**src/rtl/axis_rr_mux.sv**
```systemverilog
// -----------------------------------------------------------------------------
// axis_rr_mux
//
// Merges NUM_CH AXI-Stream slave channels onto one master stream using
// round-robin arbitration. The master side has a registered output stage:
// a beat accepted on a slave port appears on the master port one cycle
// later. Under continuous m_tready the mux moves one beat per cycle. The
// source channel index of each master beat is placed on m_tid.
//
// Optional feature macro: AXIS_RR_MUX_TLAST_EN
//   When defined, the s_tlast and m_tlast ports exist. The arbiter stays
//   locked to one channel from the first beat of a packet until the tlast
//   beat of that packet is accepted.
//
// Parameters
//   DATA_WIDTH : tdata width per channel and on the master port
//   NUM_CH     : number of slave channels, legal range 2..16
//   ID_W       : width of m_tid (derived, $clog2(NUM_CH))
//
// Ports
//   aclk     in   clock, rising edge
//   aresetn  in   asynchronous active-low reset
//   s_tdata  in   channel i at [i*DATA_WIDTH +: DATA_WIDTH]
//   s_tvalid in   per-channel valid
//   s_tready out  per-channel ready; at most one bit set, held 0 during reset
//   s_tlast  in   per-channel end of packet (AXIS_RR_MUX_TLAST_EN only)
//   m_tdata  out  merged data
//   m_tvalid out  merged valid
//   m_tready in   downstream ready
//   m_tid    out  source channel index of m_tdata
//   m_tlast  out  merged end of packet (AXIS_RR_MUX_TLAST_EN only)
// -----------------------------------------------------------------------------
module axis_rr_mux #(
  parameter  int DATA_WIDTH = 32,
  parameter  int NUM_CH     = 4,
  localparam int ID_W       = $clog2(NUM_CH)
) (
  input  logic                         aclk,
  input  logic                         aresetn,
  input  logic [NUM_CH*DATA_WIDTH-1:0] s_tdata,
  input  logic [NUM_CH-1:0]            s_tvalid,
  output logic [NUM_CH-1:0]            s_tready,
`ifdef AXIS_RR_MUX_TLAST_EN
  input  logic [NUM_CH-1:0]            s_tlast,
  output logic                         m_tlast,
`endif
  output logic [DATA_WIDTH-1:0]        m_tdata,
  output logic                         m_tvalid,
  input  logic                         m_tready,
  output logic [ID_W-1:0]              m_tid
);

  logic [ID_W-1:0]   last_grant;
  logic              lock;
  logic              load;
  logic              found;
  logic [ID_W-1:0]   sel;
  logic [ID_W-1:0]   idx;
  logic [NUM_CH-1:0] grant;

  // The output register can take a new beat when it is empty or when its
  // current beat leaves this cycle.
  assign load = !m_tvalid || m_tready;

  // Arbitration. The search starts one past the previous winner, so the
  // previous winner has the lowest priority. While a packet is in progress
  // only the owning channel is considered; if that channel is idle the
  // output bubbles rather than letting another channel in.
  // NOTE: every signal assigned in this block gets a default first, so no
  // path through it can leave a value unassigned and infer a latch.
  always_comb begin
    found = 1'b0;
    sel   = '0;
    idx   = '0;
    if (lock) begin
      found = s_tvalid[last_grant];
      sel   = last_grant;
    end else begin
      for (int k = 1; k <= NUM_CH; k++) begin
        idx = ID_W'((int'(last_grant) + k) % NUM_CH);
        if (!found && s_tvalid[idx]) begin
          found = 1'b1;
          sel   = idx;
        end
      end
    end
  end

  assign grant    = found ? (NUM_CH'(1) << sel) : '0;
  // Ready is gated by aresetn directly: load is 1 during reset because
  // m_tvalid is cleared, so gating is needed to keep slaves from seeing
  // a handshake while the block is held in reset.
  assign s_tready = (aresetn && load) ? grant : '0;

  // Output stage and arbitration state.
  // NOTE: sequential state is updated with non-blocking assignments so that
  // every register samples values from before the clock edge.
  always_ff @(posedge aclk or negedge aresetn) begin
    if (!aresetn) begin
      m_tvalid   <= 1'b0;
      m_tdata    <= '0;
      m_tid      <= '0;
      last_grant <= ID_W'(NUM_CH - 1);
    end else if (load) begin
      if (found) begin
        m_tvalid   <= 1'b1;
        m_tdata    <= s_tdata[sel*DATA_WIDTH +: DATA_WIDTH];
        m_tid      <= sel;
        last_grant <= sel;
      end else begin
        // Nothing to send: drop valid, keep data/id as they were.
        m_tvalid <= 1'b0;
      end
    end
  end

`ifdef AXIS_RR_MUX_TLAST_EN
  // Packet lock: set by any accepted non-final beat, cleared by the final
  // beat. Once cleared the round-robin search resumes after the owner.
  always_ff @(posedge aclk or negedge aresetn) begin
    if (!aresetn) begin
      m_tlast <= 1'b0;
      lock    <= 1'b0;
    end else if (load && found) begin
      m_tlast <= s_tlast[sel];
      lock    <= !s_tlast[sel];
    end
  end
`else
  assign lock = 1'b0;
`endif

endmodule

```
**config.mk**
```make
export PLATFORM = sky130hd
export DESIGN_NAME = axis_rr_mux
export DESIGN_NICKNAME = d
export VERILOG_FILES = /design/src/rtl/axis_rr_mux.sv
export SDC_FILE = /design/constraint.sdc
export NUM_CORES = 1
export LEC_CHECK = 0
export BUFFER_PORTS_ARGS = -buffer_cell sky130_fd_sc_hd__buf_2
export CAP_MARGIN = 20
export CORE_MARGIN = 3
export CORE_UTILIZATION = 43
export DETAILED_ROUTE_END_ITERATION = 16
export HOLD_SLACK_MARGIN = 0.08
export PLACE_DENSITY = 0.95
export RECOVER_POWER = 50
export SETUP_SLACK_MARGIN = 0.1
export SLEW_MARGIN = 20
export SYNTH_ARGS = -nofsm -noshare
export SYNTH_HDL_FRONTEND = slang
export SYNTH_SLANG_ARGS = --single-unit
```
**constraint.sdc**
```tcl
create_clock -name aclk -period 3.85 [get_ports aclk]
set_input_delay 0.385 -clock aclk [delete_from_list [all_inputs] [get_ports aclk]]
set_output_delay 0.385 -clock aclk [all_outputs]
set_load 0.01 [all_outputs]
```
==> results.txt, run 1 <==
HP Class -> input pin to async pin
reg2reg start -> last_grant[0]$_DFFE_PN1P_
Fin Clk Skew -> 0.0101 ns
hold buffers post-CTS -> 0
multi-input logic area -> 1290 um2
Main synth FF type -> dfrtp_1
Core ar. -> 5270 um2
DRC -> 0
synthesized area per cell -> 8.83 um2
fraction of layout cells with a size suffix above 1 -> 0.412
VDD IR max -> 0.221 mV
Die ar. -> 6540 um2
DR pass1 iterations -> 5
WS Path Type -> flip-flop to output port
number of routed nets with antenna violations -> 0
dpl hpwl -> 6430 um
clk_lat worst skew -> 0.29 ns
vias per cell -> 6.11
max_slew headroom -> 0.446
slowest CP cell -> dfstp_2
Post-Syn Area -> 2410 um2
via count -> 3,035
Max-Cap Viols -> 0
global placer's final weighted congestion -> 0.823
Least-Margin Pin Slew -> 0.831 ns
final setup vio count -> 0
num rows -> 26
Clock Tree Buf Depth -> 2
Tot Pwr -> 1370 uW
Starting DRT DRC Count -> 309
Buffers on Ports -> 173
Die Height -> 80.9 um
Final min period -> 2.58 ns
clk root buf -> clkbuf_8
Die W -> 80.9 um
#FFs+latches synth -> 37
top-area cell type share of the netlist area -> 0.363
delay-heaviest family, CP -> flip-flops
status -> finished, final reports clean
Largest stage delay, worst path -> 0.62 ns
H-tree levels -> 2
largest net degree at the start of global routing -> 43
Core Util, Final -> 0.627
final hold viol count -> 0
Netlist cell types -> 37
CTS buffer count -> 5
initial antenna violation count -> 0
GRT overflow -> 0
final-report max-slew violation count -> 0
RSZ-0062 raised after global routing -> false
asr flop ratio synth -> 1.00
Mapped Nets -> 408
startpoint types -> flip-flop
TritonCTS clock tree -> done
Initial Util -> 0.457
Tcrit/Tclk final -> 0.671
Synth-to-Final Area Change -> 37.0%
Routed Wire Length -> 9000 um
setup TNS -> 0 ns
crit-path max FO -> 33
routed length per placed instance -> 18.1 um
EDFF count, synth -> 0
Final #Nets -> 561
Seq/Total Area, Yosys -> 0.385
synth warn -> 0
cells after synthesis -> 273
reg-to-reg setup timing slack -> 1.65 ns
Worst Setup End Kind -> output port
Bufs and invs on worst path -> 2
register area -> 928 um2
crit path cell chain -> or3b_1 > a31oi_4 > buf_4 > and3_1 > buf_2
R2R cell count -> 5
Pleak -> 0.00148 uW
first-pass GRT wire length -> 13,500 um
FMAX -> 387 MHz
GRT Util Overall -> 0.263
fill count -> 486
post-CTS sizing -> 0
I/O pin count -> 174
Pwr Density -> 414 nW/um2
clock-pin transition on the worst setup and hold timing paths -> 0.08 ns
# Post-CTS Setup Buffers -> 0
ANT cells -> 0
Critical Path RT -> 3.46 ns
clock sinks -> 37
main area contributors after synthesis -> dfrtp_1 36%, a32oi_1 12%, a41oi_1 12%
area leader, netlist -> dfrtp_1
Worst EP arrival -> 2.20 ns
vias in the first global route -> 2,882
reg2reg end -> m_tdata[12]$_DFFE_PN0P_
-- placed cells by master, fill, tap and decap left out, types with 2 or more instances in the layout --
| cell | instances |
|---|---|
| nand2b_1 | 2 |
| clkinv_2 | 2 |
| nand2_1 | 37 |
| buf_4 | 8 |
| clkbuf_8 | 5 |
| buf_2 | 154 |
| a21o_1 | 3 |
| clkbuf_1 | 20 |
| dfrtp_1 | 35 |
| dfstp_2 | 2 |
| a41oi_1 | 32 |
| a32oi_1 | 32 |
| inv_1 | 2 |
| and3_1 | 2 |
| a31oi_1 | 32 |
| o21a_1 | 2 |
| nor2_1 | 35 |
-- state kept, by name, indices dropped and copies added, names as in the netlist --
register	cells
last_grant	2
m_tdata	32
m_tvalid	1
m_tid	2
-- how the worst max path moves through the flow --
stage,startpoint,end,slack [ns],cells past startpoint
2_1_floorplan,last_grant[0]$_DFFE_PN1P_,s_tready[3],1.82,5
3_3_place_gp,s_tvalid[2],s_tready[3],1.39,6
3_5_place_dp,s_tvalid[1],m_tdata[12]$_DFFE_PN0P_,1.32,6
4_1_cts,last_grant[0]$_DFFE_PN1P_,s_tready[3],1.25,5
5_1_grt,last_grant[0]$_DFFE_PN1P_,s_tready[3],1.17,5
6_report,last_grant[0]$_DFFE_PN1P_,s_tready[3],1.27,5
-- synthesized netlist by cell type, types with 3 or more instances --
library cell  count
a21o_1            3
a31oi_1          32
a32oi_1          32
a41oi_1          32
buf_2            12
buf_4             4
buf_6             4
clkbuf_1         15
dfrtp_1          35
nand2_1          37
nor2_1           35
-- cell type report --
cell class,instances,area share
Tap cell,70,0.0265
Inverter,2,0.00227
Multi-Input combinational cell,199,0.392
Clock inverter,2,0.00303
Sequential cell,37,0.281
Clock buffer,6,0.0220
Timing Repair Buffer,181,0.273
-- per-layer routing --
metal	wire [um]	global-route usage	share of wire	vias up
met5	0	0	0	-
met4	206	0.0845	0.023	0
met3	1000	0.0399	0.11	24
met2	4460	0.476	0.50	203
met1	3340	0.318	0.37	1425
li1	-	-	-	1383
-- worst register-to-register path, cell delays in order, from the launching register on --
cell,delay (ns)
dfstp_2,0.62
nor2b_1,0.10
o21ai_2,0.65
buf_4,0.35
a41oi_1,0.15
a31oi_1,0.25
-- stage by stage --
step	setup slack [ns]	hold slack, ns	instance area, um2	std cells
finish	1.27	0.153	3300	497
global route	1.17	0.201	3300	497
CTS	1.25	0.170	3330	497
detailed placement	1.32	0.460	3240	489
global placement	1.39	0.459	3240	489
floorplan	1.82	0.0894	2410	273
-- kinds of logic after synthesis --
family,synth area share
AO/OA/AOI/OAI,0.375
flip-flops,0.385
AND/OR/NAND/NOR,0.153
multiplexers,0.00415
buffers and inverters,0.0826
-- power breakdown --
group,internal [uW],switching (uW)
sequential,479,57.6
combinational,226,338
clock,126,141
total,830,537
No activity file was read; power rests on OpenSTA's default activity.
==> run 2, diff against run 1 <==
Settings changed: CORE_UTILIZATION 43 to 37, PLACE_DENSITY 0.95 to 0.88.
Clock period 3.85 ns to 2.23 ns, I/O delays scaled along.
==> run 2 against run 1 <==
  * Register-to-register slack lost 1.3 ns
  * Global-route usage shrank 2.2 points
  * Combinational power grew 86%
  * Worst hold slack gained 0.029 ns
  * Largest cell class unchanged
  * Sequential share of layout area shrank 0.92 points
  * Setup slack lost 1.1 ns
  * Clock skew shrank 0.0057 ns
  * Highest routed layer unchanged
  * Sequential power grew 73%
  * Sequential cell count is the same
  * Clock power grew 69%
  * Critical endpoint unchanged
  * Die area grew 15%
==> results.txt, run 2 (synthesized netlist as in run 1, its figures left out) <==
status -> finished, final reports clean
Synth-to-Final Area Change -> 41.6%
final-report max-slew violation count -> 0
Fin Clk Skew -> 0.00438 ns
first-pass GRT wire length -> 14,400 um
I/O pin count -> 174
VDD IR max -> 0.329 mV
most frequent cells in the layout -> 139 x buf_2, 37 x nand2_1, 36 x clkbuf_1, 35 x nor2_1, 35 x dfrtp_1
Max-Cap Viols -> 0
max_slew headroom -> 0.488
slowest CP cell -> dfstp_2
largest net degree at the start of global routing -> 38
crit-path max FO -> 8
clk root buf -> clkbuf_8
Starting DRT DRC Count -> 152
clock sinks -> 37
number of routed nets with antenna violations -> 0
Worst Setup End Kind -> output port
startpoint types -> flip-flop
HP Class -> input pin to flip-flop
Buffers on Ports -> 173
Setup WS pre-CTS -> 0.220 ns
setup TNS -> 0 ns
Largest register FFs -> 32
FMAX -> 487 MHz
via count -> 3,130
Largest Register -> m_tdata
dpl hpwl -> 6800 um
GRT overflow -> 0
Routed Wire Length -> 9480 um
routed length per placed instance -> 18.4 um
Pwr Density -> 711 nW/um2
Initial Util -> 0.395
Final min period -> 2.05 ns
clock-pin transition on the worst setup and hold timing paths -> 0.07 ns
Largest stage delay, worst path -> 0.61 ns
RSZ-0062 raised after global routing -> false
final hold viol count -> 0
setup ws final -> 0.178 ns
Die W -> 86.7 um
H-tree levels -> 2
Die ar. -> 7520 um2
num rows -> 28
commonest non-fill, non-tap cell in the layout -> buf_2
DRC -> 0
Pleak -> 0.00150 uW
Worst EP arrival -> 1.83 ns
vias in the first global route -> 2,976
CTS buffer count -> 5
ANT cells -> 0
fraction of layout cells with a size suffix above 1 -> 0.392
Largest regs -> m_tdata: 32 flops, last_grant: 2 flops, m_tid: 2 flops
DR pass1 iterations -> 5
Clock Tree Buf Depth -> 2
delay-heaviest family, CP -> flip-flops
initial antenna violation count -> 0
Tcrit/Tclk final -> 0.920
final setup vio count -> 0
vias per cell -> 6.07
WS Path Type -> flip-flop to output port
placed cell areas -> 3320 um2
Final #Nets -> 575
crit path cell chain -> or3b_1 > a31oi_4 > and3_1 > buf_2
clk_lat worst skew -> 0.28 ns
Core ar. -> 6100 um2
Die Height -> 86.7 um
global placer's final weighted congestion -> 0.827
Final Instance Area -> 3410 um2
TritonCTS clock tree -> done
Bufs and invs on worst path -> 1
GRT Util Overall -> 0.242
Critical Path RT -> 2.01 ns
Least-Margin Pin Slew -> 0.762 ns
## run 2: repair_timing
item	in CTS	in global routing
hold buffers	1	0
buffers inserted	0	3
cloned	1	0
gates resized for setup	1	0
endpoints found under the setup margin	4	3
hold endpoints to repair	9	0
pin swaps	1	1
## run 2: report_power, final
part           switching (uW)  internal (uW)
sequential                102            827
clock                     233            219
combinational             616            430
## run 2: path summary, 6_finish.rpt
path                                           startpoint                       to  slack, ns  cells past startpoint
worst max-delay path            last_grant[0]$_DFFE_PN1P_              s_tready[3]       0.18                      4
min in group asynchronous                         aresetn  m_tdata[22]$_DFFE_PN0P_       0.41                      2
max in group asynchronous                         aresetn  m_tdata[28]$_DFFE_PN0P_       0.88                      3
worst min register to register       m_tid[0]$_DFFE_PN0P_     m_tid[0]$_DFFE_PN0P_       0.49                      1
worst max register to register  last_grant[1]$_DFFE_PN1P_   m_tdata[2]$_DFFE_PN0P_       0.32                      6
worst min-delay path                           s_tdata[8]   m_tdata[8]$_DFFE_PN0P_       0.18                      3
## run 2: through the flow
step	hold slack [ns]	cells	utilization	total power [uW]
2_1_floorplan	-0.0726	273	-	1530
3_3_place_gp	0.148	503	0.544	1940
3_5_place_dp	0.151	503	0.544	1980
4_1_cts	0.175	513	0.562	2460
5_1_grt	0.182	516	0.560	2590
6_report	0.182	516	0.560	2430
## run 2: per-layer routing
layer | global-route usage | wire length (um)
met5 | 0 | 0
met4 | 0.0765 | 142
met3 | 0.0428 | 875
met2 | 0.419 | 4690
met1 | 0.304 | 3770
## run 2: area by class of cell
cell class,count,area (um2)
Fill cell,587,2680
Multi-Input combinational cell,200,1320
Timing Repair Buffer,194,981
Sequential cell,37,928
Tap cell,75,93.8
Clock buffer,7,76.3
Inverter,2,7.51
Clock inverter,1,5.00
## run 2: tightest hold or removal path: stages
cell	delay [ns]
buf_2	0.09
nand2_1	0.04
a31oi_1	0.07
==> run 3, diff against run 2 <==
==> constraint.sdc (replaced) <==
create_clock -name aclk -period 2.23 [get_ports aclk]
set_input_delay 0.1115 -clock aclk [delete_from_list [all_inputs] [get_ports aclk]]
set_output_delay 0.1115 -clock aclk [all_outputs]
set_load 0.01 [all_outputs]
==> run 3 against run 2 <==
  * Clock-buffer cell count is 2 lower
  * Final cell count is 3.3% higher
  * Final area is 5.4% higher
  * First-iteration DRC count is 110% higher
  * Global-route usage is 0.53 points higher
  * Critical endpoint is now s_tready[0]
  * Via count is 3.7% higher
  * Die area stayed put
  * Power is 0.11% higher
  * Worst hold slack worse by 0.097 ns
  * Largest power group unchanged
  * Largest cell class unchanged
  * Core utilization is 3.0 points higher
==> results.txt, run 3 (synthesized netlist as in run 1, its figures left out) <==
H-tree levels -> 2
Tcrit/Tclk final -> 0.916
GR Util met1 -> 0.302
clock-pin transition on the worst setup and hold timing paths -> 0.08 ns
max_slew headroom -> 0.243
routing usage on met2 -> 0.428
final hold viol count -> 0
crit-path max FO -> 25
Least-Margin Pin Slew -> 1.14 ns
CTS buffer count -> 5
final setup vio count -> 0
most frequent cells in the layout -> 138 x buf_2, 37 x nand2_1, 35 x nor2_1, 35 x clkbuf_1, 35 x dfrtp_1
placed cell count -> 500
Critical Path RT -> 2.12 ns
non-filler instance count after layout -> 533
first-pass GRT wire length -> 14,700 um
setup TNS -> 0 ns
Fin Clk Skew -> 0.00824 ns
Synth-to-Final Area Change -> 49.3%
placed cell areas -> 3310 um2
fraction of layout cells with a size suffix above 1 -> 0.371
Final min period -> 2.04 ns
TritonCTS clock tree -> done
Final Instance Area -> 3600 um2
startpoint types -> flip-flop
grt met3 use -> 0.0428
Setup WS pre-CTS -> 0.216 ns
num rows -> 28
Worst Setup End Kind -> output port
Die ar. -> 7520 um2
final-report max-slew violation count -> 0
ANT cells -> 0
Die W -> 86.7 um
vias in the first global route -> 3,106
commonest non-fill, non-tap cell in the layout -> buf_2
Clock Tree Buf Depth -> 2
Initial Util -> 0.395
GRT overflow -> 0
vias per cell -> 6.09
Final #Nets -> 594
Largest register FFs -> 32
setup ws final -> 0.188 ns
via count -> 3,246
RSZ-0062 raised after global routing -> false
Largest Register -> m_tdata
Routed Wire Length -> 9940 um
Starting DRT DRC Count -> 313
Pleak -> 0.00158 uW
Largest regs -> m_tdata: 32 flops, last_grant: 2 flops, m_tid: 2 flops
HP Class -> input pin to flip-flop
Hold Slack -> 0.0854 ns
Die Height -> 86.7 um
status -> finished, final reports clean
Core ar. -> 6100 um2
Worst EP arrival -> 1.93 ns
initial antenna violation count -> 0
clk root buf -> clkbuf_8
Buffers on Ports -> 173
FMAX -> 490 MHz
global placer's final weighted congestion -> 0.874
dpl hpwl -> 6740 um
clock sinks -> 37
global route hottest layer -> met2
DR pass1 iterations -> 5
WS Path Type -> flip-flop to output port
GRT Util Overall -> 0.247
I/O pin count -> 174
DRC -> 0
Max-Cap Viols -> 0
routed length per placed instance -> 18.6 um
number of routed nets with antenna violations -> 0
largest net degree at the start of global routing -> 36
Pwr Density -> 675 nW/um2
VDD IR max -> 0.339 mV
clk_lat worst skew -> 0.29 ns
fill count -> 574
## run 3: cell types whose count changed in the layout (fill, tap and decap cells not counted), sizes merged
cell | before | now
buf | 158 | 155
dlygate4sd3 | 1 | 22
clkbuf | 42 | 41
## run 3: layer usage
metal / up-vias / wire length, um
li1: 1450 / -
met1: 1526 / 3690
met2: 237 / 5000
met3: 33 / 1010
met4: 0 / 229
met5: - / 0
## run 3: worst max-delay path, stage by stage (launching register included)
cell      delay [ns]
dfstp_2         0.65
o21bai_1        0.14
a311o_1         0.21
buf_4           0.31
and3_1          0.20
buf_2           0.13
## run 3: final cells by class
type	count	area (um2)	share of cell area
clock buffers	5	68.8	0.0191
flip-flops and latches	37	928	0.258
inverters	2	7.51	0.00209
repair buffers	213	1190	0.331
well taps	75	93.8	0.0261
multi-input cells	200	1300	0.362
clock inverters	1	5.00	0.00139
## run 3: worst paths after layout
kind / start / endpoint / slack [ns] / depth (start not counted)
max in group asynchronous: aresetn / m_tid[1]$_DFFE_PN0P_ / 0.75 / 3
setup / recovery: last_grant[1]$_DFFE_PN1P_ / s_tready[0] / 0.19 / 5
hold / removal: s_tdata[6] / m_tdata[6]$_DFFE_PN0P_ / 0.09 / 3
setup reg to reg: last_grant[0]$_DFFE_PN1P_ / m_tdata[15]$_DFFE_PN0P_ / 0.28 / 5
min in group asynchronous: aresetn / m_tdata[17]$_DFFE_PN0P_ / 0.25 / 2
hold reg to reg: m_tid[1]$_DFFE_PN0P_ / m_tid[1]$_DFFE_PN0P_ / 0.48 / 1
## run 3: stage by stage
stage	util	total power, uW
after CTS	0.592	2450
after detailed placement	0.542	1970
after global placement	0.542	1930
final	0.590	2430
after global routing	0.590	2570
after floorplan	-	1530
## run 3: what timing repair did
action	in CTS	in global routing
setup endpoints to repair	1	3
setup buffers	0	4
hold buffers	22	0
resized for setup	0	1
pin swaps	1	1
endpoints found under the hold margin	56	0
gates cloned	1	0
## run 3: power by group
part           total (uW)  switching (uW)  internal [uW]
logic                1060             611            444
registers             935             108            827
clock network         439             233            206
total                2430             953           1480
